--- config.mk ---
export PLATFORM = sky130hd
export DESIGN_NAME = multicycle_ctrl_flat
export DESIGN_NICKNAME = d
export VERILOG_FILES = /design/src/rtl/mccu_pkg.sv /design/src/rtl/mccu_if.sv /design/src/rtl/mccu_alu.sv /design/src/rtl/multicycle_ctrl.sv /design/src/flat_wrapper.sv
export SDC_FILE = /design/constraint.sdc
export NUM_CORES = 1
export LEC_CHECK = 0
export ABC_AREA = 0
export CORE_AREA = 2 2 176 92
export DETAILED_ROUTE_END_ITERATION = 7
export DIE_AREA = 0 0 178 94
export PLACE_DENSITY = 0.69
export SLEW_MARGIN = 0
export SYNTH_ARGS = -nofsm -noshare
export SYNTH_HDL_FRONTEND = slang
export SYNTH_SLANG_ARGS = --single-unit
--- constraint.sdc ---
create_clock -name clk -period 7.2 [get_ports clk]
set_clock_uncertainty 0.05 [all_clocks]
set_input_delay 1.08 -clock clk [delete_from_list [all_inputs] [get_ports clk]]
set_output_delay 1.08 -clock clk [all_outputs]
set_load 0.005 [all_outputs]
--- src/rtl/mccu_pkg.sv ---
// Shared types and instruction-field positions for the multicycle controller.
package mccu_pkg;

    typedef enum logic [2:0] {
        OP_ADD   = 3'b000,
        OP_SUB   = 3'b001,
        OP_ADDI  = 3'b010,
        OP_ILL3  = 3'b011,
        OP_LOAD  = 3'b100,
        OP_STORE = 3'b101,
        OP_BEQZ  = 3'b110,
        OP_HALT  = 3'b111
    } op_e;

    typedef enum logic [2:0] {
        S_FETCH,
        S_DECODE,
        S_EXEC,
        S_MEM,
        S_WB,
        S_HALT
    } state_e;

    typedef enum logic [1:0] {
        ALU_ADD,
        ALU_SUB,
        ALU_PASSB
    } alu_op_e;

    localparam int IR_W    = 16;
    localparam int OP_MSB  = 15;
    localparam int OP_LSB  = 13;
    localparam int RD_MSB  = 12;
    localparam int RD_LSB  = 11;
    localparam int RS1_MSB = 10;
    localparam int RS1_LSB = 9;
    localparam int RS2_MSB = 8;
    localparam int RS2_LSB = 7;
    localparam int IMM_MSB = 8;
    localparam int IMM_W   = 9;

endpackage

--- src/rtl/mccu_if.sv ---
// Memory and register-file bus of the multicycle controller; the controller is the master.
interface mccu_if #(
    parameter int DW = 16
);
    logic          mem_req;
    logic          mem_we;
    logic [DW-1:0] mem_addr;
    logic [DW-1:0] mem_wdata;
    logic [DW-1:0] mem_rdata;
    logic          mem_ack;
    logic [1:0]    rf_ra1;
    logic [1:0]    rf_ra2;
    logic [DW-1:0] rf_rd1;
    logic [DW-1:0] rf_rd2;
    logic [1:0]    rf_wa;
    logic [DW-1:0] rf_wd;
    logic          rf_we;

    modport master (
        output mem_req, mem_we, mem_addr, mem_wdata,
        output rf_ra1, rf_ra2, rf_wa, rf_wd, rf_we,
        input  mem_rdata, mem_ack, rf_rd1, rf_rd2
    );

    modport slave (
        input  mem_req, mem_we, mem_addr, mem_wdata,
        input  rf_ra1, rf_ra2, rf_wa, rf_wd, rf_we,
        output mem_rdata, mem_ack, rf_rd1, rf_rd2
    );
endinterface

--- src/rtl/mccu_alu.sv ---
// Modulo-2^DW ALU: add, subtract or pass operand B, with a zero flag on the result.
module mccu_alu
    import mccu_pkg::*;
#(
    parameter int DW = 16
) (
    input  alu_op_e       op_i,
    input  logic [DW-1:0] a_i,
    input  logic [DW-1:0] b_i,
    output logic [DW-1:0] y_o,
    output logic          zero_o
);

    always_comb begin
        y_o = '0;
        case (op_i)
            ALU_ADD:   y_o = a_i + b_i;
            ALU_SUB:   y_o = a_i - b_i;
            ALU_PASSB: y_o = b_i;
            default:   y_o = '0;
        endcase
    end

    assign zero_o = (y_o == '0);

endmodule

--- src/rtl/multicycle_ctrl.sv ---
// Multicycle FETCH/DECODE/EXEC/MEM/WB controller for a 4-register, 16-bit-instruction ISA.
// Defining MCCU_BRANCH_EN turns op 110 into BEQZ; otherwise op 110 is illegal.
module multicycle_ctrl
    import mccu_pkg::*;
#(
    parameter int            DW       = 16,
    parameter logic [DW-1:0] RESET_PC = '0
) (
    input  logic          clk,
    input  logic          reset,
    mccu_if.master        bus,
    output logic [DW-1:0] pc,
    output logic          instr_done,
    output logic          illegal,
    output logic          halted
);

    state_e          state_q, state_d;
    logic            run_q;
    logic [DW-1:0]   pc_q, pc_d;
    logic [IR_W-1:0] ir_q, ir_d;
    logic [DW-1:0]   a_q, a_d, b_q, b_d;
    logic [DW-1:0]   alu_q, alu_d, ld_q, ld_d;

    op_e             op;
    logic            is_rr;
    logic [DW-1:0]   imm, pc_inc;
    alu_op_e         alu_op;
    logic [DW-1:0]   alu_b, alu_y;
    logic            alu_zero;

    assign op     = op_e'(ir_q[OP_MSB:OP_LSB]);
    assign is_rr  = (op == OP_ADD) || (op == OP_SUB);
    assign imm    = {{(DW-IMM_W){ir_q[IMM_MSB]}}, ir_q[IMM_MSB:0]};
    assign pc_inc = pc_q + DW'(1);
    assign pc     = pc_q;

    // Operand B is the register value for ADD/SUB/BEQZ, the immediate for everything else.
    always_comb begin
        alu_op = ALU_ADD;
        alu_b  = imm;
        if (is_rr) begin
            alu_b = b_q;
            if (op == OP_SUB) alu_op = ALU_SUB;
        end else if (op == OP_BEQZ) begin
            alu_b  = b_q;
            alu_op = ALU_PASSB;
        end
    end

    mccu_alu #(.DW(DW)) u_alu (
        .op_i  (alu_op),
        .a_i   (a_q),
        .b_i   (alu_b),
        .y_o   (alu_y),
        .zero_o(alu_zero)
    );

`ifndef MCCU_BRANCH_EN
    logic unused_alu_zero;
    assign unused_alu_zero = alu_zero;
`endif

    // run_q keeps the bus quiet until the first edge after reset is released.
    always_ff @(posedge clk or posedge reset) begin
        if (reset) begin
            state_q <= S_FETCH;
            run_q   <= 1'b0;
            pc_q    <= RESET_PC;
            ir_q    <= '0;
            a_q     <= '0;
            b_q     <= '0;
            alu_q   <= '0;
            ld_q    <= '0;
        end else begin
            state_q <= state_d;
            run_q   <= 1'b1;
            pc_q    <= pc_d;
            ir_q    <= ir_d;
            a_q     <= a_d;
            b_q     <= b_d;
            alu_q   <= alu_d;
            ld_q    <= ld_d;
        end
    end

    always_comb begin
        state_d       = state_q;
        pc_d          = pc_q;
        ir_d          = ir_q;
        a_d           = a_q;
        b_d           = b_q;
        alu_d         = alu_q;
        ld_d          = ld_q;
        bus.mem_req   = 1'b0;
        bus.mem_we    = 1'b0;
        bus.mem_addr  = '0;
        bus.mem_wdata = '0;
        bus.rf_ra1    = '0;
        bus.rf_ra2    = '0;
        bus.rf_wa     = '0;
        bus.rf_wd     = '0;
        bus.rf_we     = 1'b0;
        instr_done    = 1'b0;
        illegal       = 1'b0;
        halted        = 1'b0;

        case (state_q)
            S_FETCH: begin
                if (run_q) begin
                    bus.mem_req  = 1'b1;
                    bus.mem_addr = pc_q;
                    if (bus.mem_ack) begin
                        ir_d    = bus.mem_rdata[IR_W-1:0];
                        state_d = S_DECODE;
                    end
                end
            end
            S_DECODE: begin
                bus.rf_ra1 = ir_q[RS1_MSB:RS1_LSB];
                bus.rf_ra2 = is_rr ? ir_q[RS2_MSB:RS2_LSB] : ir_q[RD_MSB:RD_LSB];
                a_d        = bus.rf_rd1;
                b_d        = bus.rf_rd2;
                state_d    = S_EXEC;
            end
            S_EXEC: begin
                alu_d = alu_y;
                case (op)
                    OP_ADD, OP_SUB, OP_ADDI: state_d = S_WB;
                    OP_LOAD, OP_STORE:       state_d = S_MEM;
                    OP_HALT:                 state_d = S_HALT;
`ifdef MCCU_BRANCH_EN
                    OP_BEQZ: begin
                        instr_done = 1'b1;
                        pc_d       = alu_zero ? (pc_inc + imm) : pc_inc;
                        state_d    = S_FETCH;
                    end
`endif
                    default: begin
                        illegal = 1'b1;
                        pc_d    = pc_inc;
                        state_d = S_FETCH;
                    end
                endcase
            end
            S_MEM: begin
                bus.mem_req  = 1'b1;
                bus.mem_addr = alu_q;
                if (op == OP_STORE) begin
                    bus.mem_we    = 1'b1;
                    bus.mem_wdata = b_q;
                end
                if (bus.mem_ack) begin
                    if (op == OP_STORE) begin
                        instr_done = 1'b1;
                        pc_d       = pc_inc;
                        state_d    = S_FETCH;
                    end else begin
                        ld_d    = bus.mem_rdata;
                        state_d = S_WB;
                    end
                end
            end
            S_WB: begin
                bus.rf_we  = 1'b1;
                bus.rf_wa  = ir_q[RD_MSB:RD_LSB];
                bus.rf_wd  = (op == OP_LOAD) ? ld_q : alu_q;
                instr_done = 1'b1;
                pc_d       = pc_inc;
                state_d    = S_FETCH;
            end
            S_HALT: begin
                halted = 1'b1;
            end
            default: begin
                state_d = S_FETCH;
            end
        endcase
    end

endmodule

--- src/flat_wrapper.sv ---
// flat-port wrapper written by rule: the top's interface ports become plain ports
module multicycle_ctrl_flat import mccu_pkg::*;
#(
    parameter int            DW       = 16,
    parameter logic [DW-1:0] RESET_PC = '0
)
  (clk, reset, pc, instr_done, illegal, halted, bus_mem_req, bus_mem_we, bus_mem_addr, bus_mem_wdata, bus_rf_ra1, bus_rf_ra2, bus_rf_wa, bus_rf_wd, bus_rf_we, bus_mem_rdata, bus_mem_ack, bus_rf_rd1, bus_rf_rd2);
  mccu_if #(.DW(DW)) bus_i ();
  input  logic clk;
  input  logic reset;
  output logic [DW-1:0] pc;
  output logic instr_done;
  output logic illegal;
  output logic halted;
  output wire logic [$bits(bus_i.mem_req)-1:0] bus_mem_req;
  output wire logic [$bits(bus_i.mem_we)-1:0] bus_mem_we;
  output wire logic [$bits(bus_i.mem_addr)-1:0] bus_mem_addr;
  output wire logic [$bits(bus_i.mem_wdata)-1:0] bus_mem_wdata;
  output wire logic [$bits(bus_i.rf_ra1)-1:0] bus_rf_ra1;
  output wire logic [$bits(bus_i.rf_ra2)-1:0] bus_rf_ra2;
  output wire logic [$bits(bus_i.rf_wa)-1:0] bus_rf_wa;
  output wire logic [$bits(bus_i.rf_wd)-1:0] bus_rf_wd;
  output wire logic [$bits(bus_i.rf_we)-1:0] bus_rf_we;
  input wire logic [$bits(bus_i.mem_rdata)-1:0] bus_mem_rdata;
  input wire logic [$bits(bus_i.mem_ack)-1:0] bus_mem_ack;
  input wire logic [$bits(bus_i.rf_rd1)-1:0] bus_rf_rd1;
  input wire logic [$bits(bus_i.rf_rd2)-1:0] bus_rf_rd2;
  assign bus_mem_req = bus_i.mem_req;
  assign bus_mem_we = bus_i.mem_we;
  assign bus_mem_addr = bus_i.mem_addr;
  assign bus_mem_wdata = bus_i.mem_wdata;
  assign bus_rf_ra1 = bus_i.rf_ra1;
  assign bus_rf_ra2 = bus_i.rf_ra2;
  assign bus_rf_wa = bus_i.rf_wa;
  assign bus_rf_wd = bus_i.rf_wd;
  assign bus_rf_we = bus_i.rf_we;
  assign bus_i.mem_rdata = bus_mem_rdata;
  assign bus_i.mem_ack = bus_mem_ack;
  assign bus_i.rf_rd1 = bus_rf_rd1;
  assign bus_i.rf_rd2 = bus_rf_rd2;
  multicycle_ctrl #(.DW(DW), .RESET_PC(RESET_PC)) u_core (.clk(clk), .reset(reset), .bus(bus_i), .pc(pc), .instr_done(instr_done), .illegal(illegal), .halted(halted));
endmodule
* Word-level counts from Yosys, hierarchy flattened *
Index checks and enable logic that the tools add are counted.

word-level totals
  logic and storage cells = 79
  register bits after elaboration = 100
  output and inout port bits = 76
  input port bits = 51

cells by class
  reduce and logical (&&, ||, !) cells = 12
  multiplexer cells = 36
  bitwise operators = 2
  $add $sub $neg = 3
  eq/ne operators = 18

operator list
  kind                                                    count
  two-way mux 16 bit                                      10
  case mux 16 bit (3 select lines)                        2
  case mux 16 bit (2 select lines)                        1
  equality test 3 bit (second input constant)             6
  adder 16 x 1 -> 16 bit (second input constant)          1
  adder 16 bit                                            1
  subtractor 16 bit                                       1
  case mux 3 bit (5 select lines)                         1
  two-way mux 2 bit                                       6
  two-way mux 3 bit                                       4
  equality test 3 x 2 -> 1 bit (second input constant)    3
  two-way mux 1 bit                                       9
  case mux 3 bit (3 select lines)                         1
  AND reduction 4 bit                                     2
  equality test 3 x 1 -> 1 bit (second input constant)    2
  logical NOT 3 bit                                       2
  inequality test 2 bit (second input constant)           3
  AND reduction 3 bit                                     2
  OR reduction 6 bit                                      1
  inequality test 2 x 1 -> 1 bit (second input constant)  2
  case mux 1 bit (2 select lines)                         2
  nonzero test 3 bit                                      1
  OR reduction 3 bit                                      1
  equality test 2 x 1 -> 1 bit (second input constant)    1
  other kinds (5)                                         6

* Longest topological paths before layout *
  depth in word-level cells = 5
  gate-level depth with buffers = 19
  depth with buffers taken out = 17

* Hierarchy *
Synthesis repeated with hierarchy kept, for this count alone.

second synthesis, totals
  cells, all modules = 592
  area, all modules = 6,100.9 sq um

by module, submodules not included
  module           times used  seq. area each (sq um)  cells each  area each (sq um)
  multicycle_ctrl  1           2,502.4                 399         4,807.1
  mccu_alu         1           0.0                     193         1,293.7

* Worst setup path before layout *
OpenSTA, ideal clock, no wires.

  path kind = flip-flop to flip-flop
  start = reg u_core.ir_q[13]
  end = reg u_core.alu_q[14]
  clock period less this slack = 3,622 ps
  required time = 7,020 ps
  setup time = 130 ps
  stages on the path, launching flop included = 19
  path slack = 3,578 ps
  buffers on the path = 2
  data arrival time = 3,442 ps
  path through = dfrtp_1 -> buf_2 -> nand3b_4 -> o21ai_2 -> buf_6 -> mux2i_2 -> nand3_1 -> nor3_1 -> nor2_1 -> xor2_1 -> ha_1 -> a21o_1 -> a21oi_1 -> nor2b_1 -> a311o_1 -> a31oi_1 -> a21oi_1 -> xnor2_1 -> o21ai_0

on the way
  longest elaborated chain between the ends = 5
  elaborated cells on any way between the ends = 15
  classes of those cells = add/sub: 2; eq/ne: 4; mux: 6; reduce/logical: 3

ends and longest elaborated chain
  what                                                     line                   RTL
  from (decl)                                              multicycle_ctrl.sv:21  logic [IR_W-1:0] ir_q, ir_d;
  from (signal assigned)                                   multicycle_ctrl.sv:79  ir_q <= ir_d;
  equality test 3 bit (tied with other cells)              multicycle_ctrl.sv:45  end else if (op == OP_BEQZ) begin
  two-way mux 16 bit (tied with other cells)               multicycle_ctrl.sv:45
  two-way mux 16 bit or two-way mux 2 bit (tied branches)  multicycle_ctrl.sv:42  if (is_rr) begin
  subtractor 16 bit (tied with other cells)                mccu_alu.sv:18         ALU_SUB: y_o = a_i - b_i;
  case mux 16 bit (3 select lines) *                       mccu_alu.sv:16         case (op_i)
  to (signal assigned)                                     multicycle_ctrl.sv:82  alu_q <= alu_d;
  to (decl)                                                multicycle_ctrl.sv:23  logic [DW-1:0] alu_q, alu_d, ld_q, ld_d;

Every way passes the cells marked *; elsewhere a longest branch is shown, timed or not.
A chain may end at the register's enable or synchronous reset.

* Worst setup path in the final report *
  start = reg u_core.ir_q[15]
  end = reg u_core.alu_q[15]

The elaborated chain is that of the path after synthesis.

==> summary.md <==
| Metric | Value |
|---|---|
| Asr flop ratio synth | 100% |
| Die height | 94 um |
| Worst Slack Setup Final | 2.41 ns |
| Initial Util | 39.4% |
| Clock tree from TritonCTS | built |
| Worst Hold Margin | 0.448 ns |
| TritonCTS sink count | 100 |
| N_diodes | 0 |
| Total instance count after detailed placement | 905 |
| Tot Pwr | 0.00409 W |
| Data required, critical path | 7.38 ns |
| Pint | 0.00218 W |
| Number of standard cells after synthesis | 602 |
| Signal arrival time at the worst endpoint | between 4 and 5 ns |
| Type of the worst min-delay path | flop to flop |
| Switching power share of the total | 46.6% |
| RD Place Congestion | 0.930 |
| Met2 Resource Use GR | 29.7% |
| Final-report setup violation count | 0 |
| Length of the first detailed-routing pass in iterations | 6 |
| Area of the core region | 15100 um2 |
| Final Critical Period | 4.79 ns |
| Final cycle utilization of the critical path | 66.6% |
| Number of DRC markers in iteration 0 | 466 |
| Synth cell types | 63 |
| Crit path top cell by count | sky130_fd_sc_hd__mux2i_1 |
| Hold Vio Cnt, Final | 0 |
| Peak supply drop | 0.000227 V |
| Global routing usage summed across all routing layers | 21.5% |
| Site Rows | 32 |
| Chip Width | 178 um |
| Number of enable-type register cells in the synthesized netlist | 0 |
| Area of the die | 16700 um2 |
| Remaining global-route overflow | 0 |
| Share of total power in sequential cells | 27.7% |
| Outcome | completed |
| Share of the yosys chip area belonging to registers | ~42% |
| Max_slew headroom | between 10% and 20% |
| Peak Freq | 209 MHz |
| GR peak layer | met1 |
| HPWL after detailed placement | 13.8 mm |
| Fraction of final layout cells sized beyond drive strength 1 | 14.5% |
| Measured slew at the worst slew-check pin | 1.24 ns |
| Leakage | 3.22 nW |
| Antenna violations before repair | 1 |
| Number of cell instances on the worst register-to-register path | 15 |
| Number of warnings issued by yosys | 0 |
| Buffers inserted by post-CTS timing repair | 0 |
| Vias in the first global route | approximately 4800 |
| Net Sw Power | 0.00190 W |
| Total routed wirelength | 17.7 mm |
| Setup Slack @ Placement | 2.52 ns |
| Flip-flop cell with the highest count after synthesis | sky130_fd_sc_hd__dfrtp_1 |
| Delay of the slowest cell on the worst path | 0.90 ns |
| Non-filler cells in the finished layout | 921 |
| Number of vias per cell after detailed routing | 5.54 |
| Clock Root Buffer | sky130_fd_sc_hd__clkbuf_16 |
| Sort of element at the end of the critical path | flop |
| Gates resized, CTS repair | 0 |
| Global-route wire length before repair | 27.1 mm |
| Area growth syn-to-layout | 28.4% |
| Clock latency of the later-clocked register in the worst-skew pair | 0.34 ns |
| Cell at the slowest stage of the critical path | sky130_fd_sc_hd__o21ai_2 |
| Portion of synthesized cell area occupied by the leading cell type | a little over two fifths |
| Crit start category | flop |
| Clock H-tree levels | 3 |
| Final count of pins violating max slew | 0 |
| Number of clock buffers inserted by TritonCTS | 9 |
| Average instance area after synthesis | 9.89 um2 |
| Setup repair after global routing missed its margin | no |
| Layout Nets | 780 |
| Peak fanout along the critical path | 20 |
| Post-Syn Area | around 6000 um2 |
| Pin count of the biggest net entering global routing | 77 |
| Number of buffers on the longest clock path | 2 |
| Number of cells on the worst hold path | 1 |
| Flop and latch count out of synthesis | 100 |
| Largest area contributor in the synthesized netlist | sky130_fd_sc_hd__dfrtp_1 |
| Critical path cell sequence | o21ai_2 -> mux2i_1 -> nand3_1 -> nor4_1 -> nand2b_1 -> xnor2_1 -> ha_1 -> a21o_1 -> a21oi_1 -> o21ai_0 -> a211oi_1 -> o31ai_1 -> nor2b_1 -> mux2i_1 -> nand2_1 |
| Number of nets in the synthesized netlist | 670 |
| Via count of the routed design | 5105 |
| Proportion of power drawn by the clock network | between 10% and 20% |
| Cell types with the highest counts after synthesis | 100 x sky130_fd_sc_hd__dfrtp_1, 71 x sky130_fd_sc_hd__nand2_1, 62 x sky130_fd_sc_hd__mux2_2 |
| Max-capacitance violation count | 0 |
| Largest cells by area after synthesis | sky130_fd_sc_hd__dfrtp_1 42%, sky130_fd_sc_hd__mux2_2 12%, sky130_fd_sc_hd__nand2_1 4.5%, sky130_fd_sc_hd__a21oi_1 4.1%, sky130_fd_sc_hd__xnor2_1 3.5% |
| Type of the worst setup path | flop to flop |
| Sum Neg Setup Slack | 0 ns |
| Power density normalized to cell area | 535 nW/um2 |
| Average wire per cell in the routed design | 19.2 um |
| Fraction of power consumed by combinational cells | 60.2% |
| Post-route DRC violation count | 0 |
| DRT antenna net count | 0 |
| Number of top-level pins | 127 |
| # hold bufs at CTS | 0 |
| GR met1 Demand/Resource | between 30% and 40% |
| Met3 capacity usage during global routing | under 10% |
| Clock-pin slew of the registers on the worst-case setup and hold paths | 0.07 ns |
| Buffers on Ports | 126 |
| Number of fill cells in the layout | 1401 |
| Most instantiated library cell after synthesis | sky130_fd_sc_hd__dfrtp_1 |
==> flip-flops by register name (all words and copies together) (netlist names) <==
| register | flops |
|---|---|
| u_core.a_q | 16 |
| u_core.alu_q | 16 |
| u_core.b_q | 16 |
| u_core.ir_q | 16 |
| u_core.ld_q | 16 |
| u_core.pc | 16 |
| u_core.state_q | 3 |
| u_core.run_q | 1 |
==> worst paths after layout <==
check / start / endpoint / slack, ns
setup / recovery: u_core.ir_q[15]$_DFFE_PP0P_ / u_core.alu_q[15]$_DFFE_PP0P_ / 2.41
hold / removal: u_core.ir_q[10]$_DFFE_PP0P_ / u_core.ir_q[10]$_DFFE_PP0P_ / 0.45
setup reg to reg: u_core.ir_q[15]$_DFFE_PP0P_ / u_core.alu_q[15]$_DFFE_PP0P_ / 2.41
hold reg to reg: u_core.ir_q[10]$_DFFE_PP0P_ / u_core.ir_q[10]$_DFFE_PP0P_ / 0.45
max in group asynchronous: reset / u_core.ld_q[2]$_DFFE_PP0P_ / 4.83
min in group asynchronous: reset / u_core.pc[15]$_DFFE_PP0P_ / 1.00
==> cell type report <==
cell class / instances / area (um2) / share of cell area, %
inverter: 10 / 40.0 / 0.524
clock inverter: 6 / 68.8 / 0.901
sequential: 100 / 2500 / 32.7
clock buffer: 10 / 229 / 3.00
multi-input combinational: 460 / 3250 / 42.5
tap: 204 / 255 / 3.34
timing repair buffer: 131 / 1300 / 17.0
==> critical path: cells and delay by family (launching register included) <==
kind                     cells  cell delay, ns
AND/OR/NAND/NOR              5            1.19
XOR/XNOR                     1            0.16
AO/OA/AOI/OAI                6            1.73
flip-flops                   1            0.60
multiplexers                 2            0.62
adder cells (fa/ha/maj)      1            0.33
==> cell families (layout without fill, tap and decap cells) <==
family          Yosys count  in the layout  share of synthesized area [%]
flops                   100            100                           42.0
compound gates          131            131                           13.7
fa+ha+maj                17             17                           3.70
buf+inv                  42            157                           3.51
xor+xnor                 43             43                           6.45
other cells               1              1                         0.0630
simple gates            196            196                           17.1
mux                      72             72                           13.5
==> layer usage <==
metal / vias to the layer above / routed length, um
li1: 2345 / -
met1: 2525 / 9140
met2: 221 / 7020
met3: 14 / 1390
met4: 0 / 130
met5: - / 0
==> cells in the final DEF (no fill, tap or decap), types with 3 or more instances in the layout <==
cell / netlist / routed
sky130_fd_sc_hd__inv_1: 8 / 7
sky130_fd_sc_hd__mux2i_1: 9 / 9
sky130_fd_sc_hd__nor2b_1: 6 / 6
sky130_fd_sc_hd__mux2_2: 62 / 62
sky130_fd_sc_hd__nand3_2: 3 / 3
sky130_fd_sc_hd__nand4_1: 6 / 6
sky130_fd_sc_hd__a21oi_1: 49 / 49
sky130_fd_sc_hd__and2_1: 18 / 18
sky130_fd_sc_hd__clkdlybuf4s50_1: 0 / 126
sky130_fd_sc_hd__nand3_1: 5 / 5
sky130_fd_sc_hd__nor4_1: 5 / 5
sky130_fd_sc_hd__clkbuf_16: 0 / 9
sky130_fd_sc_hd__a21boi_0: 3 / 3
sky130_fd_sc_hd__nand2b_1: 6 / 6
sky130_fd_sc_hd__xor2_1: 18 / 18
sky130_fd_sc_hd__nor2_1: 38 / 38
sky130_fd_sc_hd__a22oi_1: 6 / 6
sky130_fd_sc_hd__nand2_1: 71 / 71
sky130_fd_sc_hd__a22o_1: 16 / 16
sky130_fd_sc_hd__o31ai_1: 3 / 3
sky130_fd_sc_hd__a21o_1: 8 / 8
sky130_fd_sc_hd__dfrtp_1: 100 / 100
sky130_fd_sc_hd__xnor2_1: 24 / 24
sky130_fd_sc_hd__and3_1: 8 / 8
sky130_fd_sc_hd__buf_4: 2 / 5
sky130_fd_sc_hd__o21ai_1: 4 / 4
sky130_fd_sc_hd__or2_2: 3 / 3
sky130_fd_sc_hd__inv_6: 0 / 3
sky130_fd_sc_hd__o21ai_0: 26 / 26
sky130_fd_sc_hd__ha_1: 16 / 16
sky130_fd_sc_hd__nor3_1: 11 / 10
==> through the flow <==
stage | instance area (um2) | util, %
after floorplan | 5950 | -
after global placement | 7340 | 48.6
after detailed placement | 7340 | 48.6
after CTS | 7640 | 50.6
after global routing | 7640 | 50.6
final | 7640 | 50.6
==> power groups by stage <==
| stage | registers, W | logic, W | clock network, W |
|---|---|---|---|
| floorplan | 0.000950 | 0.00188 | 0 |
| detailed placement | 0.00114 | 0.00243 | 0 |
| finish | 0.00113 | 0.00246 | 0.000493 |
| CTS | 0.00112 | 0.00244 | 0.000502 |
| global route | 0.00116 | 0.00272 | 0.000520 |
| global placement | 0.00112 | 0.00237 | 0 |
Power figures use the tool's default switching activity.
